==> src/rtl/dice_roll_controller_if.sv <==
// Handshake bundle between the dice roll controller, its rate divider and the board logic.
interface dice_roll_controller_if;
   logic       roll;
   logic       tick;
   logic [1:0] rate_sel;
   logic       div_run;
   logic [2:0] value;
   logic       rolling;
   logic       done;

   modport master (
      output roll, tick,
      input  rate_sel, div_run, value, rolling, done
   );

   modport slave (
      input  roll, tick,
      output rate_sel, div_run, value, rolling, done
   );
endinterface

==> src/rtl/dice_roll_controller.sv <==
// Dice roll sequencer: steps the face on divider ticks while rolling, then settles
// for a fixed number of slower ticks and pulses done with the final face.
//
// state  | meaning
// IDLE   | face held, waiting for roll press
// ROLL   | roll held, face steps on every tick (fast rate)
// SETTLE | roll released, face steps on ticks (slow rate) until settle count expires
// DONE   | one-cycle done pulse, face final
module dice_roll_controller #(
   parameter int FACES        = 6,
   parameter int SETTLE_TICKS = 8,
   parameter int CNT_W        = 4
) (
   input  logic                   clock,
   input  logic                   Clear_b,
   dice_roll_controller_if.slave  bus
);

   typedef enum logic [1:0] {
      IDLE   = 2'd0,
      ROLL   = 2'd1,
      SETTLE = 2'd2,
      DONE   = 2'd3
   } state_t;

   state_t           state, state_nxt;
   logic [2:0]       value, value_nxt;
   logic [CNT_W-1:0] settle_cnt, settle_cnt_nxt;
   logic [2:0]       value_step;

   assign value_step = (value == 3'(FACES)) ? 3'd1 : value + 3'd1;

   always_ff @(posedge clock or negedge Clear_b) begin
      if (!Clear_b) begin
         state      <= IDLE;
         value      <= 3'd1;
         settle_cnt <= '0;
      end else begin
         state      <= state_nxt;
         value      <= value_nxt;
         settle_cnt <= settle_cnt_nxt;
      end
   end

   always_comb begin
      state_nxt      = state;
      value_nxt      = value;
      settle_cnt_nxt = settle_cnt;
      unique case (state)
         IDLE: begin
            if (bus.roll) state_nxt = ROLL;
         end
         ROLL: begin
            if (bus.tick) value_nxt = value_step;
            if (!bus.roll) begin
               state_nxt      = SETTLE;
               settle_cnt_nxt = CNT_W'(SETTLE_TICKS);
            end
         end
         SETTLE: begin
            // A re-press wins over a coincident tick; the count is reloaded on release.
            if (bus.roll) begin
               state_nxt = ROLL;
            end else if (bus.tick) begin
               value_nxt      = value_step;
               settle_cnt_nxt = settle_cnt - CNT_W'(1);
               if (settle_cnt == CNT_W'(1)) state_nxt = DONE;
            end
         end
         DONE: begin
            state_nxt = IDLE;
         end
         default: state_nxt = IDLE;
      endcase
   end

   assign bus.value    = value;
   assign bus.rolling  = (state == ROLL) || (state == SETTLE);
   assign bus.div_run  = (state == ROLL) || (state == SETTLE);
   assign bus.done     = (state == DONE);
   assign bus.rate_sel = (state == SETTLE) ? 2'b10 : 2'b00;

endmodule
==> src/flat_wrapper.sv <==
// flat-port wrapper written by rule: the top's interface ports become plain ports
module dice_roll_controller_flat 
#(
   parameter int FACES        = 6,
   parameter int SETTLE_TICKS = 8,
   parameter int CNT_W        = 4
)
  (clock, Clear_b, bus_roll, bus_tick, bus_rate_sel, bus_div_run, bus_value, bus_rolling, bus_done);
  dice_roll_controller_if bus_i ();
  input  logic clock;
  input  logic Clear_b;
  input wire logic [$bits(bus_i.roll)-1:0] bus_roll;
  input wire logic [$bits(bus_i.tick)-1:0] bus_tick;
  output wire logic [$bits(bus_i.rate_sel)-1:0] bus_rate_sel;
  output wire logic [$bits(bus_i.div_run)-1:0] bus_div_run;
  output wire logic [$bits(bus_i.value)-1:0] bus_value;
  output wire logic [$bits(bus_i.rolling)-1:0] bus_rolling;
  output wire logic [$bits(bus_i.done)-1:0] bus_done;
  assign bus_i.roll = bus_roll;
  assign bus_i.tick = bus_tick;
  assign bus_rate_sel = bus_i.rate_sel;
  assign bus_div_run = bus_i.div_run;
  assign bus_value = bus_i.value;
  assign bus_rolling = bus_i.rolling;
  assign bus_done = bus_i.done;
  dice_roll_controller #(.FACES(FACES), .SETTLE_TICKS(SETTLE_TICKS), .CNT_W(CNT_W)) u_core (.clock(clock), .Clear_b(Clear_b), .bus(bus_i));
endmodule
==> config.mk <==
export PLATFORM = sky130hd
export DESIGN_NAME = dice_roll_controller_flat
export DESIGN_NICKNAME = d
export VERILOG_FILES = /design/src/rtl/dice_roll_controller_if.sv /design/src/rtl/dice_roll_controller.sv /design/src/flat_wrapper.sv
export SDC_FILE = /design/constraint.sdc
export NUM_CORES = 1
export LEC_CHECK = 0
export ABC_AREA = 1
export CELL_PAD_IN_SITES_DETAIL_PLACEMENT = 0
export CELL_PAD_IN_SITES_GLOBAL_PLACEMENT = 1
export CORE_ASPECT_RATIO = 0.7
export CORE_MARGIN = 1.5
export CORE_UTILIZATION = 33
export DETAILED_ROUTE_END_ITERATION = 6
export PLACE_DENSITY_LB_ADDON = 0.2
export SLEW_MARGIN = 20
export SYNTH_ARGS = -nofsm -noshare
export SYNTH_HDL_FRONTEND = slang
export SYNTH_SLANG_ARGS = --single-unit
==> constraint.sdc <==
create_clock -name clock -period 1.2 [get_ports clock]
set_input_delay 0.24 -clock clock [delete_from_list [all_inputs] [get_ports clock]]
set_output_delay 0.24 -clock clock [all_outputs]
set_load 0.03 [all_outputs]
# == Word-level counts from Yosys, hierarchy flattened ==
# Cells that the tools add are included.
# word_totals
ff_bits,9
inputBits,4
output_inout_bits,8
word_cells,37
# classes
n_addsub,2
n_eq_ne,11
muxes,15
n_reduce_logical,6
# op_table
op,n
two-way mux 2 bit,6
two-way mux 4 bit,3
two-way mux 3 bit,3
"!= test 2 bit, second input constant",4
case mux 2 bit (4 select lines),1
case mux 4 bit (2 select lines),1
AND reduction 4 bit,2
case mux 3 bit (2 select lines),1
"== test 2 bit, second input constant",2
"== test 4 x 1 -> 1 bit, second input constant",1
"subtractor 4 x 1 -> 4 bit, second input constant",1
"adder 3 x 1 -> 3 bit, second input constant",1
"== test 3 bit, second input constant",1
"!= test 3 x 2 -> 1 bit, second input constant",1
"!= test 3 bit, second input constant",1
"== test 2 x 1 -> 1 bit, second input constant",1
zero test 2 bit,1
AND reduction 2 bit,1
nonzero test 2 bit,1
logical OR 1 bit,1

# == Longest topological paths before layout ==
# Gate-level depths: netlist (run 1).
# depth
word_depth,5
depth_mapped,8
depth_no_buf,8

# == Worst setup path after synthesis (run 1) ==
# No wires, ideal clock.
# synth_timing
kind,register to register
startpoint,reg u_core.state[0]
endpoint,"reg u_core.value[2], in the netlist u_core.bus.value[2]"
setup_ns,0.120
t_arrival_ns,1.456
required_ns,1.080
slack_ns,-0.377
stages_incl_launch_ff,8
n_path_buf,0
path_cell_list,dfrtp_1 inv_1 ha_1 inv_1 nand2_2 nand3_2 o21ai_0 nand2_1
# synth_between
elab_chain_cells,3
elab_cells_between_ends,6
cone_classes,3 x eq/ne; 1 x mux; 2 x reduce/logical
# synth_lines
item,line_no,rtl
"start, declared",dice_roll_controller.sv:26,"state_t state, state_nxt;"
"start signal, assigned",dice_roll_controller.sv:39,state <= state_nxt;
== test 2 bit or == test 2 x 1 -> 1 bit (tied branches),dice_roll_controller.sv:49,unique case (state)
!= test 2 bit (no line) or nonzero test 2 bit (tied branches),n/a,
AND reduction 2 bit (no line),n/a,
"end signal, assigned",dice_roll_controller.sv:40,value <= value_nxt;
"end, declared",dice_roll_controller.sv:27,"logic [2:0] value, value_nxt;"
# Several ways; a longest one is shown, not always the timed one.
# A chain may end at the register's enable or synchronous reset.

# == Worst setup path after layout (run 1) ==
# layout_timing
startpoint,reg u_core.state[1]
endpoint,out bus_rolling
# layout_between
elab_chain_cells,2
elab_cells_between_ends,3
cone_classes,2 x eq/ne; 1 x reduce/logical
# layout_lines
item,line_no,rtl
== test 2 x 1 -> 1 bit or == test 2 bit (tied branches),dice_roll_controller.sv:78,assign bus.rolling = (state == ROLL) || (state == SETTLE);
logical OR 1 bit (*),dice_roll_controller.sv:78,
"end, declared",flat_wrapper.sv:17,output wire logic [$bits(bus_i.rolling)-1:0] bus_rolling;
# Every way passes the cells marked *; elsewhere a longest branch is shown, timed or not.

==> results by stage, run 1 <==
Synth:
- In this run the mean area of a mapped cell was ~7.6 um^2.
- After synthesis, the share of flip-flops with an asynchronous set or reset is 1.00.
- The register bit total from synthesis is 9.
- The part of the Yosys area used for sequential elements is 0.335.
- The distinct cell type count after synthesis is 20.
- The synthesized netlist net count is a little over 100.
- Counting every instance in the synthesized netlist gives 89.
- The count of warnings emitted by yosys is 0.
- In the synthesized netlist the dominant register cell turns out to be dfrtp_1.
- By area the synthesized netlist is led by dfrtp_1, ha_1, nand2_1.
- Counting instances in the post-synthesis netlist gives the leading cell types as nand2_1, inv_1, dfrtp_1, ha_1, o21ai_0.
- The cell type with the highest aggregate area in the netlist is dfrtp_1.
- The mapped netlist covers between 600 and 700 um^2.
- By instance count, the leading cell after synthesis is nand2_1.
- Of the post-synthesis cell area, the dominant cell type holds 0.296.
- Yosys mapped a number of flops with a built-in enable equal to 0.

Critical path:
- The delay of the slowest cell on the worst path is between 0.4 and 0.5 ns.
- On the critical path, the stage with the largest delay is an instance of dfrtp_2.
- For flop-to-flop paths, the worst setup slack is -0.21 ns.
- STA puts the critical path data arrival time at around 1.3 ns.
- Along the worst path, the maximum fanout reaches 4.
- Traced cell by cell, the critical path runs through inv_2 > buf_6 > ha_4 > buf_6.
- STA puts the critical path data required time at 0.96 ns.
- The critical setup path kind is flip-flop to output port.
- The start of the worst register-to-register path is u_core.state[1].
- Counting stages on the worst path, the most repeated cell is buf_6.
- The number of buffers and inverters on the critical path is 3.
- For the worst flop-to-flop path, the logic depth is 7.
- The worst setup path is captured at an output port.
- The worst register-to-register path ends at u_core.state[0].
- Broken down by cell family, the worst path's largest delay share belongs to flip-flops.
- STA classifies the critical path startpoint as a flip-flop.

STA:
- The number of endpoints with negative hold slack in the final report was 0.
- The largest clock skew in the final design is roughly 0.0091 ns.
- The final critical-path setup slack is -0.289 ns.
- Dividing the final minimum period by the clock period gives 1.24.
- The final hold slack is between 0.2 and 0.3 ns.
- Setup violations remaining at the end of the flow were counted as 13.
- The highest attainable clock frequency is 0.672 GHz.
- The setup total negative slack is -2.25 ns.
- Setup repair after global routing could not meet its margin everywhere.
- The count of pins over their slew limit came to 0.
- After layout, the minimum clock period comes to approximately 1.5 ns.

GRT:
- The via count of the first global-routing pass is ~560.
- The number of antenna violations at the first check in global routing is 0.
- The total overflow left after global routing is 0.
- The maximum number of pins on one net before global-route repair is 10.
- The first global-routing pass estimated ~2.5 mm of wire.
- In the global route stage, overall resource usage came out at 0.157.

Routing:
- In the final routed layout, each cell accounts on average for about 11 um.
- The total DRC errors in the routed layout is 0.
- The detailed-routing iteration count for the pre-antenna-repair pass is 4.
- The detailed-route wire length is between 1.5 and 2 mm.
- The count of vias placed by the detailed router is between 600 and 700.
- The iteration-0 DRC count of the detailed router is 20.
- The detail route stage leaves a number of antenna-violating nets equal to 0.
- The vias per cell is around 4.5.

Clock tree:
- The TritonCTS clock tree is done.
- The CTS clock-pin slew for the worst setup and hold paths is 0.07 ns.
- The clock buffer count from CTS is 3.
- The buffer cell driving the clock tree root is clkbuf_4.
- The clock sink count is 9.
- The number of H-tree levels is 1.
- The insertion delay of the later-clocked pin in the worst-skew pair is about 0.26 ns.
- The worst-case clock buffer depth is 2.

Placement:
- Port buffering added 10 buffers.
- The HPWL after detailed placement is 1.16 mm.
- The global placer's final weighted congestion is 0.800.

Power:
- Dividing total power by cell area gives a power density of between 2000 and 3000 nW/um^2.
- In this run the static leakage power is 0.543 nW.
- The worst-case IR drop observed on VDD is ~1800 uV.

Die:
- The die is roughly 57 um wide.
- The site row count is 13.
- The die covers 2340 um^2.
- The total I/O pin count is 12.
- The total area inside the core boundary comes to 1890 um^2.
- The die is 40.9 um tall.
- The effective utilization at floorplan is 0.359.

Run status:
- The final reports fail on setup timing.
- The run finished, with violations left.

Cells and area:
- Of the cells placed in the final design, the portion with a size suffix greater than 1 is 0.455.
- Fill cells in the final layout number 173.
- After the last flow step, the layout net total stands at between 100 and 150.
- The count of antenna diodes in the layout is 0.
- The layout-stage area growth over the synthesis result is 60.6%.

Flow run:
- Max-cap violations in this run came to 0.

Worst hold path:
- The min-delay analysis places its worst path in the category input pin to async pin.
## per-stage QoR
stage	instance area, um^2	power, W	setup WS, ns	std cells	util
3_5_place_dp	888	0.00238	-0.186	131	0.471
2_1_floorplan	707	0.00185	-0.0901	89	-
3_3_place_gp	888	0.00234	-0.163	131	0.471
6_report	1090	0.00314	-0.289	143	0.576
4_1_cts	1030	0.00301	-0.299	140	0.547
5_1_grt	1090	0.00339	-0.340	143	0.576
## cells in the final DEF, fill, tap and decap left out
master            n
ha_1              3
clkbuf_4          3
nor2_8            1
nand3_2           2
nand3b_1          2
nand2_4           2
o21ai_2           2
nand3_1           2
nand3_4           1
nor2_1            4
buf_6            10
inv_4             1
dfrtp_2           1
xor2_1            1
clkbuf_1          1
inv_2             3
clkdlybuf4s50_1   3
o21ai_1           3
nand2_1          23
a21oi_1           1
nor2_4            1
o21ai_0           2
dfrtp_1           7
ha_4              4
nand4_1           2
conb_1            1
inv_1            11
ha_2              1
dfstp_2           1
or2_4             1
nand2_2           4
buf_4            17
## cell families after synthesis
logic type	after synthesis	synth area share
simple gates	45	0.335
buf+inv	17	0.105
flops	9	0.335
compound gates	8	0.0591
fa+ha+maj	8	0.148
xor+xnor	1	0.0129
other cells	1	0.00554
## power breakdown
part | internal (W) | switching (W)
clock | 0.000128 | 0.000108
sequential | 0.000452 | 0.000127
combinational | 0.00111 | 0.00121
total | 0.00169 | 0.00144
## worst max-delay path by stage
stage | startpoint | slack [ns] | cells after the start | to
2_1_floorplan | u_core.state[0] | -0.09 | 7 | u_core.bus.value[2]
3_3_place_gp | bus_tick | -0.16 | 8 | u_core.state[0]
3_5_place_dp | bus_tick | -0.19 | 8 | u_core.state[0]
4_1_cts | u_core.state[1] | -0.30 | 4 | bus_rolling
5_1_grt | u_core.state[0] | -0.34 | 4 | bus_rolling
6_report | u_core.state[1] | -0.29 | 4 | bus_rolling
## area by class of cell
type / instances / area, um^2 / share of cell area
multi-input combinational: 63 / 477 / 0.438
timing repair buffer: 30 / 270 / 0.249
sequential: 9 / 228 / 0.209
inverter: 15 / 58.8 / 0.0541
tap: 22 / 27.5 / 0.0253
clock buffer: 4 / 26.3 / 0.0242
## registers in the layout (all words and copies together), names as in the netlist
| signal | cells |
|---|---|
| u_core.bus.value | 3 |
| u_core.settle_cnt | 4 |
| u_core.state | 2 |
## metal layers
metal	GRT usage	part of all wire	up-vias
met5	0	0	-
met4	0.0756	0.025	0
met3	0.0662	0.026	4
met2	0.259	0.47	9
met1	0.184	0.48	288
li1	-	-	341
## timing repair
item                                    in CTS  in global routing
setup buffers                                5                  3
endpoints found under the setup margin      14                 14
pin swaps                                    6                  7
hold buffers                                 0                  0
gates resized for setup                     19                 10
No activity file was read; power rests on OpenSTA's default activity.
==> run 2, diff against run 1 <==
--- a/config.mk
+++ b/config.mk
@@ -5,12 +5,10 @@
 export SDC_FILE = /design/constraint.sdc
 export NUM_CORES = 1
 export LEC_CHECK = 0
-export ABC_AREA = 1
 export CELL_PAD_IN_SITES_DETAIL_PLACEMENT = 0
 export CELL_PAD_IN_SITES_GLOBAL_PLACEMENT = 1
-export CORE_ASPECT_RATIO = 0.7
 export CORE_MARGIN = 1.5
-export CORE_UTILIZATION = 33
+export CORE_UTILIZATION = 37
 export DETAILED_ROUTE_END_ITERATION = 6
 export PLACE_DENSITY_LB_ADDON = 0.2
 export SLEW_MARGIN = 20
==> constraint.sdc (replaced) <==
create_clock -name clock -period 1.7 [get_ports clock]
set_input_delay 0.34 -clock clock [delete_from_list [all_inputs] [get_ports clock]]
set_output_delay 0.34 -clock clock [all_outputs]
set_load 0.03 [all_outputs]
==> run 2 against run 1 <==
  * The run now ends clean
  * Final area decreased by 26%
  * Register-to-register slack improved by 0.35 ns
  * Flip-flop and latch count stayed put
  * Final cell count fell by 29%
  * Critical path type unchanged
==> results by stage, run 2 <==
Routing:
- The detail-routed net length per standard cell is 11.5 um (was 10.8 um).
- The vias per cell is 5.00 (was 4.49).
- The count of vias placed by the detailed router is 510 (was 642).
- The detailed-routing iteration count for the pre-antenna-repair pass was 4 (unchanged).
- The total DRC errors in the routed layout was 0 (unchanged).
- The iteration-0 DRC count of the detailed router is 11 (was 20).
- The detailed-route wire length came to 1.17 mm (was 1.55 mm).
- The remaining antenna violation count is 0 (unchanged).

Synth:
- The most used flip-flop cell after synthesis is dfrtp_1 (unchanged).
- The average size of a mapped cell came to 9.03 um^2 (was 7.61 um^2).
- The post-synthesis cell area is 623 um^2 (was 677 um^2).
- Post-synth top cells: nand2_1, dfrtp_1, ha_1, nor2_1, o21ai_0 (was nand2_1, inv_1, dfrtp_1, ha_1, o21ai_0).
- The synthesized netlist net count is 81 (was 101).
- The most common cell in the netlist is nand2_1 (unchanged).
- The share of Yosys cell area claimed by the top area cell type came to 0.321 (was 0.296).
- The count of warnings emitted by yosys is 0 (unchanged).
- The part of the Yosys area used for sequential elements is 0.363 (was 0.335).
- The share of async-settable or async-resettable flops after synthesis is 1.00 (unchanged).
- The synthesized netlist cell count is 69 (was 89).
- The count of flip-flops with a built-in enable after synthesis is 0 (unchanged).
- The register bit total from synthesis is 9 (unchanged).
- The distinct cell type count after synthesis is 27 (was 20).
- The cell type with the highest aggregate area in the netlist is dfrtp_1 (unchanged).
- Cell types with the largest area share after synthesis: dfrtp_1, ha_1, nand2_1 (unchanged).

Power:
- The leakage power is 0.394 nW (was 0.543 nW).
- The switching part of the total is 0.468 (was 0.460).
- The maximum resistive drop on vdd came to 1050 uV (was 1840 uV).
- The combinational share of power is 0.650 (was 0.740).
- The overall power consumption came to 0.00171 W (was 0.00314 W).
- The portion of total power attributed to sequential cells came to 0.257 (was 0.185).
- The design internal power is 0.000909 W (was 0.00169 W).
- The power share of the clock group was 0.093 (was 0.075).
- The switching component of the power is 0.000799 W (was 0.00144 W).
- The power density normalized to cell area is 2110 nW/um^2 (was 2880 nW/um^2).

STA:
- The largest clock skew in the final design came to 0.000171 ns (was 0.00911 ns).
- The clock period minus worst slack is ~1.6 ns.
- The final critical-path setup slack is 0.0644 ns (was -0.289 ns).
- The final number of setup-violating endpoints is 0 (was 13).
- The count of pins over their slew limit is 0 (unchanged).
- Derived from the worst setup path, the maximum achievable clock frequency is 0.611 GHz.
- Of the available clock period, the critical path in the final layout requires 0.962.
- The number of endpoints with negative hold slack in the final report is 0 (unchanged).

Placement:
- The detailed placement HPWL is 868 um (was 1.16 mm).
- The quantity of I/O buffers inserted on ports came to 10 (unchanged).
- The worst slack at placement was -0.0283 ns (was -0.186 ns).
- The global placer's final weighted congestion is 0.765 (was 0.800).

GRT:
- The via count of the first global-routing pass came to 457 (was 556).
- The leftover overflow at the end of global routing is 0 (unchanged).
- The number of antenna violations at the first check in global routing came to 0 (unchanged).
- The met1 usage is 0.177 (was 0.184).
- The global-route wire length before repair is 1.97 mm (was 2.50 mm).
- The maximum number of pins on one net before global-route repair is 11 (was 10).
- The met3 usage in global routing came to 0.0612 (was 0.0662).
- The met2 track demand over resource was 0.226 (was 0.259).
- The overall fraction of global-route tracks in use is 0.142 (was 0.157).
- The most used routing layer in global routing is met2 (unchanged).

Clock tree:
- The clock sink count is 9 (unchanged).
- The CTS clock-pin slew for the worst setup and hold paths is 0.06 ns (was 0.07 ns).
- The number of H-tree levels is 1 (unchanged).
- The insertion delay of the later-clocked pin in the worst-skew pair is 0.25 ns (was 0.26 ns).
- The buffer cell driving the clock tree root is clkbuf_4 (unchanged).
- The TritonCTS clock tree is done (unchanged).
- The clock buffer count from CTS is 3 (unchanged).
- The worst-case clock buffer depth is 2 (unchanged).

Critical path:
- The critical path required time is 1.36 ns (was 0.96 ns).
- The number of cells traversed by the worst register-to-register path was 6 (was 7).
- The slowest library cell on the worst path was dfrtp_2 (unchanged).
- The highest net fanout along the worst path was 4 (unchanged).
- The end point of the critical path is bus_div_run (was bus_rolling).
- The number of stages on the worst setup path is 4 (unchanged).
- The type of origin of the critical path is a flip-flop (unchanged).
- The critical setup path kind is flip-flop to output port (unchanged).
- The arrival time of data at the critical path endpoint is 1.30 ns (was 1.25 ns).
- Cell breakdown of the critical path: inv_1 > buf_4 > ha_1 > buf_4 (was inv_2 > buf_6 > ha_4 > buf_6).
- The register-to-register path setup slack is 0.14 ns (was -0.21 ns).
- The launching instance or port of the critical path is u_core.state[1] (unchanged).
- The cell type with the highest occurrence count on the critical path was buf_4 (was buf_6).
- The type of destination of the critical path is an output port (unchanged).
- The gate family responsible for the most delay along the worst path is flip-flops (unchanged).
- The number of buffers and inverters on the critical path is 3 (unchanged).
- The delay of the slowest cell on the worst path is 0.39 ns (was 0.42 ns).
- The start of the worst register-to-register path is u_core.state[1] (unchanged).
- The critical register-to-register path endpoint is u_core.settle_cnt[2] (was u_core.state[0]).

Run status:
- Result of the run: finished clean (was finished, violations left).

Cells and area:
- Largest registers in the final layout: u_core.settle_cnt x4, u_core.bus.value x3, u_core.state x2 (unchanged).
- Most frequent cells in the layout: nand2_1, buf_4, nor2_1, dfrtp_1, ha_1 (was nand2_1, buf_4, inv_1, buf_6, dfrtp_1).
- The layout-stage area growth over the synthesis result is 29.9% (was 60.6%).
- The count of antenna diodes in the layout is 0 (unchanged).
- The count of nets after finishing is 99 (was 134).
- The register with the highest flop count is u_core.settle_cnt (unchanged).
- The number of flip-flops in the largest register is 4 (unchanged).
- The final-layout fill cell count is 158 (was 173).
- The share of layout cells above drive strength 1 is 0.244 (was 0.455).
- The most common cell after layout, fill and taps aside is nand2_1 (unchanged).

Die:
- The effective utilization at floorplan came to 0.404 (was 0.359).
- The site row count is 14 (was 13).
- The die area is 1940 um^2 (was 2340 um^2).
- The die boundary height is 44.0 um (was 40.9 um).
- The area of the placeable core was 1540 um^2 (was 1890 um^2).
- The floorplan die width came to 44.0 um (was 57.1 um).
- The total I/O pin count is 12 (unchanged).

Worst hold path:
- The worst hold-check path type is input pin to async pin (unchanged).

Flow run:
- The number of maximum-capacitance violations came to 0 (unchanged).
[run 2: cell count changes after synthesis, moves of 3 or more]
cell	change
nand2_1	-15
inv_1	-11
nand2_2	-3
nand2b_1	+3
nand3_1	-3
[run 2: logic make-up after synthesis]
| logic type | count (synthesis) | share of synthesized area |
|---|---|---|
| flip-flops | 9 | 0.363 |
| AO/OA/AOI/OAI | 15 | 0.179 |
| XOR/XNOR | 1 | 0.0141 |
| buffers and inverters | 7 | 0.0562 |
| other | 1 | 0.00602 |
| adder cells (fa/ha/maj) | 8 | 0.161 |
| AND/OR/NAND/NOR | 27 | 0.205 |
| multiplexers | 1 | 0.0161 |
[run 2: power by group through the flow]
| stage | Sequential, W | Clock, W | Combinational, W |
|---|---|---|---|
| after floorplan | 0.000494 | 0 | 0.000716 |
| after global placement | 0.000446 | 0 | 0.00108 |
| after detailed placement | 0.000446 | 0 | 0.00108 |
| after CTS | 0.000446 | 0.000169 | 0.00107 |
| after global routing | 0.000456 | 0.000179 | 0.00124 |
| final | 0.000439 | 0.000159 | 0.00111 |
[run 2: how the worst min path moves through the flow]
stage / from / end / cells after the start
2_1_floorplan: Clear_b / u_core.bus.value[1] / 0
3_3_place_gp: u_core.bus.value[0] / u_core.bus.value[0] / 1
3_5_place_dp: u_core.bus.value[0] / u_core.bus.value[0] / 1
4_1_cts: Clear_b / u_core.settle_cnt[2] / 1
5_1_grt: Clear_b / u_core.state[0] / 1
6_report: Clear_b / u_core.settle_cnt[1] / 1
[run 2: area by class of cell]
cell class / instances / area, um^2 / share of cell area
multi-input combinational: 53 / 380 / 0.470
tap: 16 / 20.0 / 0.0247
sequential: 9 / 228 / 0.281
inverter: 4 / 15.0 / 0.0185
clock buffer: 4 / 26.3 / 0.0325
timing repair buffer: 16 / 140 / 0.173
[run 2: metal layers]
metal  routed length [um]  share of wire  up-vias
li1                     -              -      266
met1                  526           0.45      232
met2                  566           0.48       12
met3                   80          0.068        0
met4                    0              0        0
met5                    0              0        -
[run 2: timing repair]
item	4_1_cts	5_1_grt
gates resized for setup	3	5
hold buffers	0	0
pin swaps	0	1
setup buffers	0	2
setup endpoints to repair	4	11
[run 2: stage by stage]
| stage | cells | hold WS (ns) | instance area [um^2] | utilization | TNS, ns |
|---|---|---|---|---|---|
| floorplan | 69 | 0.0444 | 636 | - | 0 |
| global placement | 96 | 0.497 | 758 | 0.492 | -0.0214 |
| detailed placement | 96 | 0.500 | 758 | 0.492 | -0.0688 |
| CTS | 100 | 0.387 | 783 | 0.508 | 0 |
| global route | 102 | 0.402 | 810 | 0.525 | -0.0202 |
| finish | 102 | 0.381 | 810 | 0.525 | 0 |
[run 2: worst register-to-register path, cell delays in order, from the launching register on]
cell and delay, ns:
dfrtp_2 0.43, buf_4 0.15, ha_2 0.18, o21ai_2 0.14
a32oi_2 0.15, or3_1 0.38, o211ai_2 0.06
